[config.mk]
export PLATFORM = sky130hd
export DESIGN_NAME = sig_plan_seq
export DESIGN_NICKNAME = d
export VERILOG_FILES = /design/src/rtl/enc_pkg.sv /design/src/rtl/plan_sigmoid.sv /design/src/rtl/sig_plan_seq.sv
export SDC_FILE = /design/constraint.sdc
export NUM_CORES = 1
export LEC_CHECK = 0
export CORE_MARGIN = 2
export CORE_UTILIZATION = 45
export DETAILED_ROUTE_END_ITERATION = 6
export PLACE_DENSITY = 0.71
export SYNTH_ARGS = -nofsm -noshare
export SYNTH_HDL_FRONTEND = slang
export SYNTH_SLANG_ARGS = --single-unit
[constraint.sdc]
create_clock -name clk -period 13.9 [get_ports clk]
set_input_delay 2.085 -clock clk [delete_from_list [all_inputs] [get_ports clk]]
set_output_delay 2.085 -clock clk [all_outputs]
set_load 0.03 [all_outputs]
[src/rtl/enc_pkg.sv]
// Shared constants for the encoder activation path: PLAN sigmoid breakpoints and
// offsets in Q4.11, plus the sequencer state encoding.
package enc_pkg;

    localparam int BITSIZE = 16;
    localparam int FRAC    = 11;
    localparam int N       = 6;

    localparam int PLAN_FRAC    = 11;
    localparam int PLAN_BP_HI   = 'h2800;
    localparam int PLAN_BP_LO   = 'h1300;
    localparam int PLAN_OFS_HI  = 'h06C0;
    localparam int PLAN_OFS_MID = 'h0500;
    localparam int PLAN_OFS_LO  = 'h0400;
    localparam int PLAN_ONE     = 'h0800;

    typedef enum logic [1:0] {
        ST_IDLE = 2'd0,
        ST_RUN  = 2'd1,
        ST_DONE = 2'd2
    } seq_state_e;

    // Constants are written in Q.11; rescale them when the datapath uses another FRAC.
    function automatic int plan_scale(input int c, input int frac);
        return (frac >= PLAN_FRAC) ? (c <<< (frac - PLAN_FRAC)) : (c >>> (PLAN_FRAC - frac));
    endfunction

endpackage

[src/rtl/plan_sigmoid.sv]
// Combinational PLAN piecewise-linear sigmoid for one signed fixed-point element.
// Output always lies in [0, ONE].
module plan_sigmoid
    import enc_pkg::*;
#(
    parameter int BITSIZE = 16,
    parameter int FRAC    = 11
) (
    input  logic [BITSIZE-1:0] x,
    output logic [BITSIZE-1:0] y
);

    localparam logic [BITSIZE-1:0] BP_HI   = BITSIZE'(plan_scale(PLAN_BP_HI, FRAC));
    localparam logic [BITSIZE-1:0] BP_LO   = BITSIZE'(plan_scale(PLAN_BP_LO, FRAC));
    localparam logic [BITSIZE-1:0] OFS_HI  = BITSIZE'(plan_scale(PLAN_OFS_HI, FRAC));
    localparam logic [BITSIZE-1:0] OFS_MID = BITSIZE'(plan_scale(PLAN_OFS_MID, FRAC));
    localparam logic [BITSIZE-1:0] OFS_LO  = BITSIZE'(plan_scale(PLAN_OFS_LO, FRAC));
    localparam logic [BITSIZE-1:0] ONE     = BITSIZE'(plan_scale(PLAN_ONE, FRAC));
    localparam logic [BITSIZE-1:0] MOST_NEG = {1'b1, {(BITSIZE-1){1'b0}}};
    localparam logic [BITSIZE-1:0] MOST_POS = {1'b0, {(BITSIZE-1){1'b1}}};

    logic                neg;
    logic [BITSIZE-1:0]  a;
    logic [BITSIZE-1:0]  f;

    always_comb begin
        neg = x[BITSIZE-1];
        // Negating the most negative code would wrap, so clamp its magnitude.
        if (x == MOST_NEG) begin
            a = MOST_POS;
        end else if (neg) begin
            a = -x;
        end else begin
            a = x;
        end

        if (a >= BP_HI) begin
            f = ONE;
        end else if (a >= BP_LO) begin
            f = (a >> 5) + OFS_HI;
        end else if (a >= ONE) begin
            f = (a >> 3) + OFS_MID;
        end else begin
            f = (a >> 2) + OFS_LO;
        end

        y = neg ? (ONE - f) : f;
    end

endmodule

[src/rtl/sig_plan_seq.sv]
// Sequential sigmoid stage: captures a packed vector, activates one element per cycle
// and holds the packed result until the downstream layer takes it.
module sig_plan_seq
    import enc_pkg::*;
#(
    parameter int BITSIZE = enc_pkg::BITSIZE,
    parameter int FRAC    = enc_pkg::FRAC,
    parameter int N       = enc_pkg::N
) (
    input  logic                 clk,
    input  logic                 reset,
    input  logic                 in_valid,
    output logic                 in_ready,
    input  logic [BITSIZE*N-1:0] x_in,
    output logic                 out_valid,
    input  logic                 out_ready,
    output logic [BITSIZE*N-1:0] y_out,
    output logic                 busy
);

    localparam int IDX_W = (N > 1) ? $clog2(N) : 1;
    localparam logic [IDX_W-1:0] IDX_LAST = IDX_W'(N - 1);

    seq_state_e             state_q, state_d;
    logic [IDX_W-1:0]       idx_q, idx_d;
    logic [BITSIZE*N-1:0]   x_q, x_d;
    logic [BITSIZE*N-1:0]   y_q, y_d;
    logic                   out_valid_q, out_valid_d;
    logic                   in_ready_q, in_ready_d;
    logic                   busy_q, busy_d;

    logic [BITSIZE-1:0]     elem_x;
    logic [BITSIZE-1:0]     elem_y;

    assign elem_x = x_q[int'(idx_q)*BITSIZE +: BITSIZE];

    plan_sigmoid #(
        .BITSIZE (BITSIZE),
        .FRAC    (FRAC)
    ) u_plan_sigmoid (
        .x (elem_x),
        .y (elem_y)
    );

    always_comb begin
        state_d     = state_q;
        idx_d       = idx_q;
        x_d         = x_q;
        y_d         = y_q;
        out_valid_d = out_valid_q;
        in_ready_d  = in_ready_q;
        busy_d      = busy_q;

        case (state_q)
            ST_IDLE: begin
                if (in_valid && in_ready_q) begin
                    x_d        = x_in;
                    idx_d      = '0;
                    state_d    = ST_RUN;
                    in_ready_d = 1'b0;
                    busy_d     = 1'b1;
                end
            end
            ST_RUN: begin
                y_d[int'(idx_q)*BITSIZE +: BITSIZE] = elem_y;
                if (idx_q == IDX_LAST) begin
                    idx_d       = '0;
                    state_d     = ST_DONE;
                    out_valid_d = 1'b1;
                end else begin
                    idx_d = idx_q + 1'b1;
                end
            end
            ST_DONE: begin
                // in_ready is registered, so the next vector is taken one cycle after this handshake.
                if (out_ready && out_valid_q) begin
                    state_d     = ST_IDLE;
                    out_valid_d = 1'b0;
                    in_ready_d  = 1'b1;
                    busy_d      = 1'b0;
                end
            end
            default: begin
                state_d     = ST_IDLE;
                idx_d       = '0;
                out_valid_d = 1'b0;
                in_ready_d  = 1'b1;
                busy_d      = 1'b0;
            end
        endcase
    end

    always_ff @(posedge clk or negedge reset) begin
        if (!reset) begin
            state_q     <= ST_IDLE;
            idx_q       <= '0;
            x_q         <= '0;
            y_q         <= '0;
            out_valid_q <= 1'b0;
            in_ready_q  <= 1'b1;
            busy_q      <= 1'b0;
        end else begin
            state_q     <= state_d;
            idx_q       <= idx_d;
            x_q         <= x_d;
            y_q         <= y_d;
            out_valid_q <= out_valid_d;
            in_ready_q  <= in_ready_d;
            busy_q      <= busy_d;
        end
    end

    assign in_ready  = in_ready_q;
    assign out_valid = out_valid_q;
    assign y_out     = y_q;
    assign busy      = busy_q;

endmodule

==> flow_metrics.tcl, run 1 <==
set metrics [dict create \
    yosysSeqAreaShare_pct 50.1 \
    cts-root-buf "clkbuf_16" \
    synth_top_family_by_area "multiplexers" \
    synthAdderAreaFrac_pct 1.75 \
    grt_start_max_net_pins 120 \
    wl_um 26200 \
    fmax_ghz 0.127 \
    crit_fanout 26 \
    setup_viol 0 \
    worst_pin_slew_ns 1.10 \
    cp.arrival_ns 8.15 \
    fin_crit_ns 7.88 \
    insertedDiodeCount 0 \
    antenna_left 0 \
    grt.total_usage_pct 22.7 \
    area_growth_pct 27.3 \
    cts_hold_buf 0 \
    endpoint_kind "flip-flop" \
    synth_edf_count 0 \
    cts-buffers-inserted 17 \
    cts.path.max_buffers 2 \
    port_buffers 198 \
    io_pins 199 \
    cap_violations 0 \
    drt_iter0_markers 654 \
    maxSlewViolCount 0 \
    layout-drive-gt1-share_pct 18.7 \
    cts_tree "done" \
    initial_core_util_pct 45.8 \
    synthesis.area_um2 10000 \
    synth_xor_area_share_pct 2.18 \
    synthArstFlopShare_pct 100 \
    grt_overflow_total 0 \
    synth-seq-cells 200 \
    htreeDepth 4 \
    vias 7652 \
    post_cts_resized 0 \
    core_area_um2 21800 \
    finalCritPeriodShare_pct 56.7 \
    die_x_um 153 \
    die_h_um 153 \
    nets 1180 \
    place.gp.congestion 0.935 \
    critPathKind "flip-flop to flip-flop" \
    finalClockSkew_ns 0.0130 \
    grt_pass1_vias 7661 \
    rows 54 \
    grt_pass1_wl_um 42400 \
    hold_viol_final 0 \
    routed_via_density 5.63 \
    slew_headroom_pct 26.2 \
    synth_compound_area_share_pct 13.9 \
    hp-class "flip-flop to flip-flop" \
    synth-simple-area-share_pct 11.4 \
    cp-start-kind "flip-flop" \
    post-cts-setup-buffer-count 0 \
    cts.sinks 200 \
    fin_tns_setup_ns 0 \
    drcViolationCount 0 \
    rsz0062_at_grt "false" \
    clock_latency_ns 0.44 \
    status "finished, final reports clean" \
    dpl.hpwl_um 19200 \
    dieArea_um2 23400 \
    syn_avg_cell_area_um2 11.2 \
    antenna_found_initial 0 \
    clkTransAtPathRegs_ns 0.08 \
    yosys_warnings 0 \
    cp_data_required_time_ns 14.17 \
    syn_inst 891 \
    yosysUniqueCellTypes 84 \
    synth_nets 1005 \
    synthMuxAreaShare_pct 18.0 \
    synth_top_flop_cell "dfrtp_1" \
    firstDrtPassIters 5 \
    fillers 1842 \
    post_drt_wl_per_cell_um 19.3 \
]
kinds of logic (layout without fill, tap and decap cells):
logic type / after synthesis / count (layout)
AO/OA/AOI/OAI: 204 / 204
XOR/XNOR: 24 / 24
adder cells (fa/ha/maj): 14 / 14
buffers and inverters: 60 / 247
flip-flops: 200 / 200
multiplexers: 164 / 164
AND/OR/NAND/NOR: 225 / 225
synthesized netlist by cell type (all sizes together), types with 7 or more instances:
master,n,share of area [%]
dfrtp,199,50
mux2,123,14
nand2,105,4.0
o21ai,82,4.1
mux2i,41,4.1
nor2,38,1.5
a21oi,32,1.7
clkbuf,31,1.2
a22o,21,1.8
buf,17,1.1
nand3,15,0.88
ha,14,1.8
xnor2,14,1.3
inv,12,0.45
o22ai,12,0.75
a31oi,11,0.84
nor3,11,0.66
o31ai,11,1.1
xor2,10,0.88
nor3b,8,0.65
nand4,7,0.59
flip-flops by register name (all words and copies together) (netlist names):
signal / cells
state_q: 2
x_q: 96
idx_q: 3
out_valid: 1
in_ready: 1
busy: 1
y_out: 96
cells in the final DEF (no fill, tap or decap), drive strengths merged, types with 6 or more instances in the layout:
cell / count
clkdlybuf4s50: 197
ha: 14
inv: 17
dfrtp: 199
o31ai: 11
mux2i: 41
nand3: 15
a22o: 21
a31oi: 11
nor2b: 6
a21oi: 32
mux2: 123
xnor2: 14
o22ai: 12
nand2b: 6
nor3: 11
xor2: 10
clkbuf: 18
nand4: 7
o21ai: 82
nor3b: 8
nand2: 105
clkinv: 8
nor2: 38
buf: 6
through the flow:
stage,hold WS (ns),setup WS (ns),cells,area [um2],utilization (%)
4_1_cts,0.489,6.02,1358,12700,58.4
5_1_grt,0.507,5.41,1358,12700,58.4
6_report,0.480,6.02,1358,12700,58.4
3_3_place_gp,0.462,6.42,1327,12200,55.8
2_1_floorplan,0.475,7.54,891,10000,-
3_5_place_dp,0.472,6.05,1327,12200,55.8
worst max-delay path, cell delays in order (launching register included):
cell      delay, ns
dfrtp_2        0.69
buf_4          0.43
mux2_2         0.39
or2_2          0.27
a31oi_1        0.26
ha_1           0.29
o21ai_0        0.11
a211oi_1       0.79
nand2_1        0.39
nor2_1         0.26
mux2i_1        0.70
ha_1           0.29
nand2_1        0.06
a21oi_1        0.12
and4b_1        0.26
nand4_4        0.14
a31oi_4        0.39
a221oi_2       0.13
nor2_1         0.35
inv_1          0.16
ha_1           0.24
nor2b_1        0.18
a31oi_1        0.25
xor2_1         0.37
o21ai_0        0.17
final timing paths:
check	from	end	slack (ns)	cells past startpoint
max in group asynchronous	reset	x_q[85]$_DFFE_PN0P_	10.58	2
max reg2reg	idx_q[1]$_DFFE_PN0P_	y_out[72]$_DFFE_PN0P_	6.02	24
min	y_out[18]$_DFFE_PN0P_	y_out[18]$_DFFE_PN0P_	0.48	2
min reg2reg	y_out[18]$_DFFE_PN0P_	y_out[18]$_DFFE_PN0P_	0.48	2
max	idx_q[1]$_DFFE_PN0P_	y_out[72]$_DFFE_PN0P_	6.02	24
min in group asynchronous	reset	y_out[95]$_DFFE_PN0P_	1.75	1
final cells by class:
type,instances,area [um2],share of cell area [%]
tap,280,350,2.75
inverter,12,45.0,0.354
timing repair buffer,204,2030,15.9
clock inverter,14,143,1.12
clock buffer,17,425,3.34
multi-input combinational,631,4730,37.2
sequential,200,5010,39.3
per-layer routing:
layer / share of wire, % / up-vias / track usage [%] / routed length, um
met4: 2.4 / 0 / 7.63 / 620
met5: 0 / - / 0 / 0
met3: 5.2 / 39 / 4.28 / 1360
li1: - / 3567 / - / -
met2: 47 / 249 / 36.6 / 12300
met1: 45 / 3797 / 31.2 / 11900
Power of run 1 is left out: the tool's default activity adds up to more than one toggle a clock period on the data nets, which glitch-free logic cannot reach.
==> run 2: changes to the inputs <==
--- a/config.mk
+++ b/config.mk
@@ -8,7 +8,7 @@
 export CORE_MARGIN = 2
 export CORE_UTILIZATION = 45
 export DETAILED_ROUTE_END_ITERATION = 6
-export PLACE_DENSITY = 0.71
+export PLACE_DENSITY = 0.74
 export SYNTH_ARGS = -nofsm -noshare
 export SYNTH_HDL_FRONTEND = slang
 export SYNTH_SLANG_ARGS = --single-unit
==> constraint.sdc (replaced) <==
create_clock -name clk -period 6.84 [get_ports clk]
set_input_delay 1.026 -clock clk [delete_from_list [all_inputs] [get_ports clk]]
set_output_delay 1.026 -clock clk [all_outputs]
set_load 0.03 [all_outputs]
==> run 2 against run 1 <==
  * The flow now finishes with violations (design-rule violations)
  * Sequential share of layout area decreased by 0.51 points
  * Die area did not move
  * First-iteration DRC count down 41%
  * Final cell count is 1.3% higher
  * Clock skew fell by 0.0033 ns
  * Utilization up 0.77 points
  * Sequential cell count stayed put
  * Critical path depth is 2 lower
  * Maximum frequency rose by 26%
  * Count of clock-buffer cells in the layout unchanged
  * Largest cell class unchanged
==> flow_metrics.tcl, run 2 (synthesized netlist as in run 1, its figures left out) <==
set metrics [dict create \
    hp-class "flip-flop to flip-flop" \
    die_h_um 153 \
    nets 1196 \
    antenna_found_initial 0 \
    drcViolationCount 2 \
    clkTransAtPathRegs_ns 0.08 \
    r2r-start "idx_q[2]$_DFFE_PN0P_" \
    rows 54 \
    startpoint "idx_q[2]$_DFFE_PN0P_" \
    setup_viol 0 \
    antenna_left 0 \
    firstDrtPassIters 7 \
    grt_overflow_total 0 \
    wl_um 26600 \
    area_growth_pct 29.0 \
    routed_via_density 5.60 \
    finalClockSkew_ns 0.00975 \
    cp.arrival_ns 6.50 \
    die_x_um 153 \
    insertedDiodeCount 0 \
    layout_common_cells "dfrtp_1 (198), clkdlybuf4s50_1 (197), mux2_2 (121)" \
    io_pins 199 \
    layout_commonest_cell "dfrtp_1" \
    endpoint_kind "flip-flop" \
    min-delay-start "y_out[83]$_DFFE_PN0P_" \
    fillers 1803 \
    cts-root-buf "clkbuf_16" \
    place.gp.congestion 0.932 \
    post_drt_wl_per_cell_um 19.3 \
    top_usage_layer "met2" \
    worst_pin_slew_ns 1.11 \
    fin_crit_ns 6.23 \
    core_area_um2 21800 \
    vias 7698 \
    grt_pass1_vias 7853 \
    critPathKind "flip-flop to flip-flop" \
    post-cts-setup-buffer-count 0 \
    cts.sinks 200 \
    dieArea_um2 23400 \
    gr-usage-met1_pct 31.8 \
    grt.total_usage_pct 23.1 \
    fmax_ghz 0.160 \
    drt_iter0_markers 389 \
    cap_violations 0 \
    cts_tree "done" \
    fin_tns_setup_ns 0 \
    maxSlewViolCount 0 \
    failed_checks "design-rule violations" \
    grt_pass1_wl_um 43200 \
    slew_headroom_pct 25.5 \
    finalCritPeriodShare_pct 91.1 \
    htreeDepth 4 \
    post_cts_resized 0 \
    dpl.hpwl_um 19800 \
    grt_util_met2_pct 36.9 \
    cts-buffers-inserted 17 \
    port_buffers 198 \
    cp_data_required_time_ns 7.11 \
    use_met3_pct 4.08 \
    cp-start-kind "flip-flop" \
    crit_fanout 10 \
    layout-drive-gt1-share_pct 20.0 \
    hold_viol_final 0 \
    rsz0062_at_grt "false" \
    cts.path.max_buffers 2 \
    initial_core_util_pct 45.8 \
    grt_start_max_net_pins 84 \
    cts_hold_buf 0 \
    clock_latency_ns 0.44 \
    status "finished with violations" \
]
run 2: cell count changes in the layout (fill, tap and decap cells not counted), sizes merged:
cell	before	now
bufinv	0	1
inv	17	19
clkinv	8	6
buf	6	22
run 2: cell type report:
| cell class | count | area [um2] | area share [%] |
|---|---|---|---|
| Inverter | 12 | 45.0 | 0.349 |
| Multi-Input combinational cell | 631 | 4730 | 36.7 |
| Clock buffer | 17 | 425 | 3.30 |
| Timing Repair Buffer | 220 | 2160 | 16.8 |
| Clock inverter | 15 | 178 | 1.38 |
| Sequential cell | 200 | 5010 | 38.8 |
| Tap cell | 280 | 350 | 2.72 |
run 2: per-layer routing:
metal	vias up	wire length (um)
met5	-	0
met4	0	756
met3	45	1500
met2	287	12600
met1	3767	11800
li1	3599	-
run 2: metrics by stage:
stage / utilization (%) / setup WS, ns / cells / hold WS [ns] / cell area, um2
finish: 59.1 / 0.608 / 1375 / 0.482 / 12900
detailed placement: 56.4 / 0.755 / 1343 / 0.469 / 12300
global route: 59.1 / 0.0434 / 1375 / 0.506 / 12900
CTS: 59.1 / 0.723 / 1375 / 0.486 / 12900
global placement: 56.4 / 0.957 / 1343 / 0.462 / 12300
floorplan: - / 0.481 / 891 / 0.475 / 10000
run 2: worst max-delay path: stages, from the launching register on:
cell and delay (ns):
dfrtp_1 0.52, buf_4 0.23, nand2b_1 0.29, o311ai_1 0.66
and3_1 0.37, a41oi_2 0.20, xnor2_1 0.39, nor2_1 0.15
inv_2 0.15, ha_1 0.17, nand2_1 0.05, a21oi_1 0.12
and4b_1 0.25, nand4_4 0.15, a21oi_1 0.31, o221ai_1 0.16
a21oi_1 0.48, inv_1 0.10, ha_1 0.25, nor2b_1 0.19
a31oi_1 0.24, xor2_1 0.44, o21ai_0 0.18
run 2: path summary, 6_finish.rpt:
path / end / slack, ns / cells past startpoint
setup / recovery: y_out[72]$_DFFE_PN0P_ / 0.61 / 22
hold / removal: y_out[83]$_DFFE_PN0P_ / 0.48 / 2
setup reg to reg: y_out[72]$_DFFE_PN0P_ / 0.61 / 22
hold reg to reg: y_out[83]$_DFFE_PN0P_ / 0.48 / 2
max in group asynchronous: x_q[92]$_DFFE_PN0P_ / 4.95 / 2
min in group asynchronous: y_out[45]$_DFFE_PN0P_ / 0.57 / 1
Power of run 2 is left out for the same reason.
==> run 3: changes to the inputs <==
--- a/config.mk
+++ b/config.mk
@@ -8,7 +8,10 @@
 export CORE_MARGIN = 2
 export CORE_UTILIZATION = 45
 export DETAILED_ROUTE_END_ITERATION = 6
-export PLACE_DENSITY = 0.74
+export PLACE_DENSITY = 0.73
+export RECOVER_POWER = 50
+export REMOVE_ABC_BUFFERS = 1
 export SYNTH_ARGS = -nofsm -noshare
 export SYNTH_HDL_FRONTEND = slang
+export SYNTH_HIERARCHICAL = 1
 export SYNTH_SLANG_ARGS = --single-unit
==> run 3 against run 2 <==
  * The flow finishes with violations (max-capacitance violations, max-slew violations)
  * First-iteration DRC count up 14%
  * Sequential share of layout area down 1.7 points
  * Worst setup slack worse by 0.11 ns
  * Sequential cell count unchanged
  * Via count down 1.2%
  * Count of clock-buffer cells in the layout up 1
  * Maximum frequency down 1.7%
  * Largest cell class is now multi-input combinational cells
==> flow_metrics.tcl, run 3 <==
set metrics [dict create \
    synth_commonest_cells "dfrtp_1 (199), mux2_2 (139), mux2i_1 (85)" \
    hp-class "flip-flop to flip-flop" \
    clock_latency_ns 0.44 \
    cts.path.max_buffers 2 \
    core_area_um2 23300 \
    whs_ns 0.488 \
    layout_commonest_cell "dfrtp_1" \
    layout-drive-gt1-share_pct 23.9 \
    antenna_found_initial 0 \
    instances_no_fill 1405 \
    routed_via_density 5.41 \
    dieArea_um2 24900 \
    grt_pass1_wl_um 40700 \
    cts.sinks 200 \
    syn_avg_cell_area_um2 12.1 \
    cap_violations 3 \
    synth_edf_count 0 \
    yosysUniqueCellTypes 83 \
    synthArstFlopShare_pct 100 \
    maxSlewViolCount 187 \
    rows 56 \
    stdcell_area_um2 13500 \
    yosysSeqAreaShare_pct 46.9 \
    antenna_left 0 \
    cts-buffers-inserted 17 \
    die_h_um 158 \
    clkTransAtPathRegs_ns 0.08 \
    grt_pass1_vias 7482 \
    area_growth_pct 26.7 \
    fin_crit_ns 6.34 \
    cp.arrival_ns 6.66 \
    synth.most_common_cell "dfrtp_1" \
    drcViolationCount 0 \
    grt.total_usage_pct 21.0 \
    wl_um 26000 \
    io_pins 199 \
    synth_top_flop_cell "dfrtp_1" \
    vias 7604 \
    nets 1187 \
    grt_overflow_total 0 \
    place.gp.congestion 0.891 \
    worst_pin_slew_ns 3.68 \
    post_drt_wl_per_cell_um 18.5 \
    finalCritPeriodShare_pct 92.7 \
    die_x_um 158 \
    cts-root-buf "clkbuf_16" \
    initial_core_util_pct 45.7 \
    cts_tree "done" \
    finalClockSkew_ns 0.0124 \
    dp_cells 1371 \
    synthesis.area_um2 10700 \
    layout_common_cells "dfrtp_1 (198), clkdlybuf4s50_1 (162), mux2_2 (139)" \
    fmax_ghz 0.158 \
    synth_top_area_share_pct 46.7 \
    drt_iter0_markers 443 \
    placed_area_um2 12900 \
    cp_data_required_time_ns 7.16 \
    syn_inst 879 \
    synth-seq-cells 200 \
    synth_area_leader_cell "dfrtp_1" \
    endpoint_kind "flip-flop" \
    r2r_slack_ns 0.50 \
    failed_checks "max-capacitance violations, max-slew violations" \
    insertedDiodeCount 0 \
    dpl.hpwl_um 18500 \
    yosys_warnings 6 \
    grt_start_max_net_pins 79 \
    status "finished with violations" \
    htreeDepth 4 \
    rsz0062_at_grt "false" \
    hold_viol_final 0 \
    critPathKind "flip-flop to flip-flop" \
    ys_top_cells_by_area "dfrtp_1 (47%), mux2_2 (15%), mux2i_1 (8.0%)" \
    slew_headroom_pct -145 \
    firstDrtPassIters 6 \
    setup_viol 0 \
    port_buffers 198 \
    cp-start-kind "flip-flop" \
    crit_fanout 16 \
]
==> run 3: changes by cell type after synthesis, sizes merged, moves of 26 or more <==
| cell | delta |
|---|---|
| inv | +35 |
| mux2i | +45 |
| mux2 | +38 |
| nand2 | -52 |
| o21ai | -55 |
| buf | +26 |
==> run 3: cell type report <==
cell class	instances	area, um2
Inverter	47	176
Tap cell	319	399
Clock buffer	18	439
Multi-Input combinational cell	581	5140
Timing Repair Buffer	228	2210
Sequential cell	200	5010
Clock inverter	12	135
Fill cell	1963	9820
==> run 3: through the flow <==
step | util, % | TNS [ns] | setup WS [ns]
5_1_grt | 57.9 | 0 | 0.00846
3_3_place_gp | 55.4 | 0 | 0.340
2_1_floorplan | - | -86.64 | -1.54
6_report | 57.9 | 0 | 0.500
3_5_place_dp | 55.4 | 0 | 0.189
4_1_cts | 57.8 | 0 | 0.149
==> run 3: logic make-up after synthesis <==
logic type	Yosys count	share of synthesized area [%]
muxes	247	25.8
DFF	200	46.9
and+or+nand+nor	173	9.26
AOI/OAI and AO/OA	130	10.2
buffers and inverters	100	5.05
xor gates and xnor gates	16	1.31
adders and majority gates	12	1.41
other	1	0.0352
==> run 3: what timing repair did <==
| item | 4_1_cts | 5_1_grt |
|---|---|---|
| gates resized for setup | 0 | 4 |
| setup endpoints to repair | 0 | 40 |
| hold buffers | 0 | 0 |
| buffers inserted | 0 | 3 |
==> run 3: routing by layer <==
metal	vias to the layer above	global-route usage, %	wire length [um]
li1	3570	-	-
met1	3777	29.9	12100
met2	230	33.5	12300
met3	27	3.61	1200
met4	0	5.28	326
met5	-	0	0
==> run 3: final timing paths <==
kind | start | to | cells after the start
worst max-delay path | idx_q[2]$_DFFE_PN0P_ | y_out[42]$_DFFE_PN0P_ | 25
worst min-delay path | y_out[27]$_DFFE_PN0P_ | y_out[27]$_DFFE_PN0P_ | 1
worst max register to register | idx_q[2]$_DFFE_PN0P_ | y_out[42]$_DFFE_PN0P_ | 25
worst min register to register | y_out[27]$_DFFE_PN0P_ | y_out[27]$_DFFE_PN0P_ | 1
max in group asynchronous | reset | x_q[82]$_DFFE_PN0P_ | 2
min in group asynchronous | reset | y_out[13]$_DFFE_PN0P_ | 1
==> run 3: worst max-delay path, stage by stage (launching register included) <==
cell	delay, ns
dfrtp_1	0.54
nand2b_1	0.16
buf_4	0.24
o22a_1	0.19
o21ai_0	0.08
buf_4	0.17
or4_1	0.73
o41ai_4	0.43
mux2i_2	0.12
inv_1	0.09
ha_1	0.14
nor2b_1	0.12
nand4_1	0.09
or4_4	0.53
o31ai_4	0.36
mux2i_1	0.24
nand2_1	0.07
o211ai_1	0.13
ha_1	0.25
nand2_1	0.09
a2111oi_2	0.36
a21oi_2	0.12
o31ai_1	0.29
xnor2_1	0.19
and3_1	0.22
mux2_2	0.25
Power of run 3 is left out for the same reason.
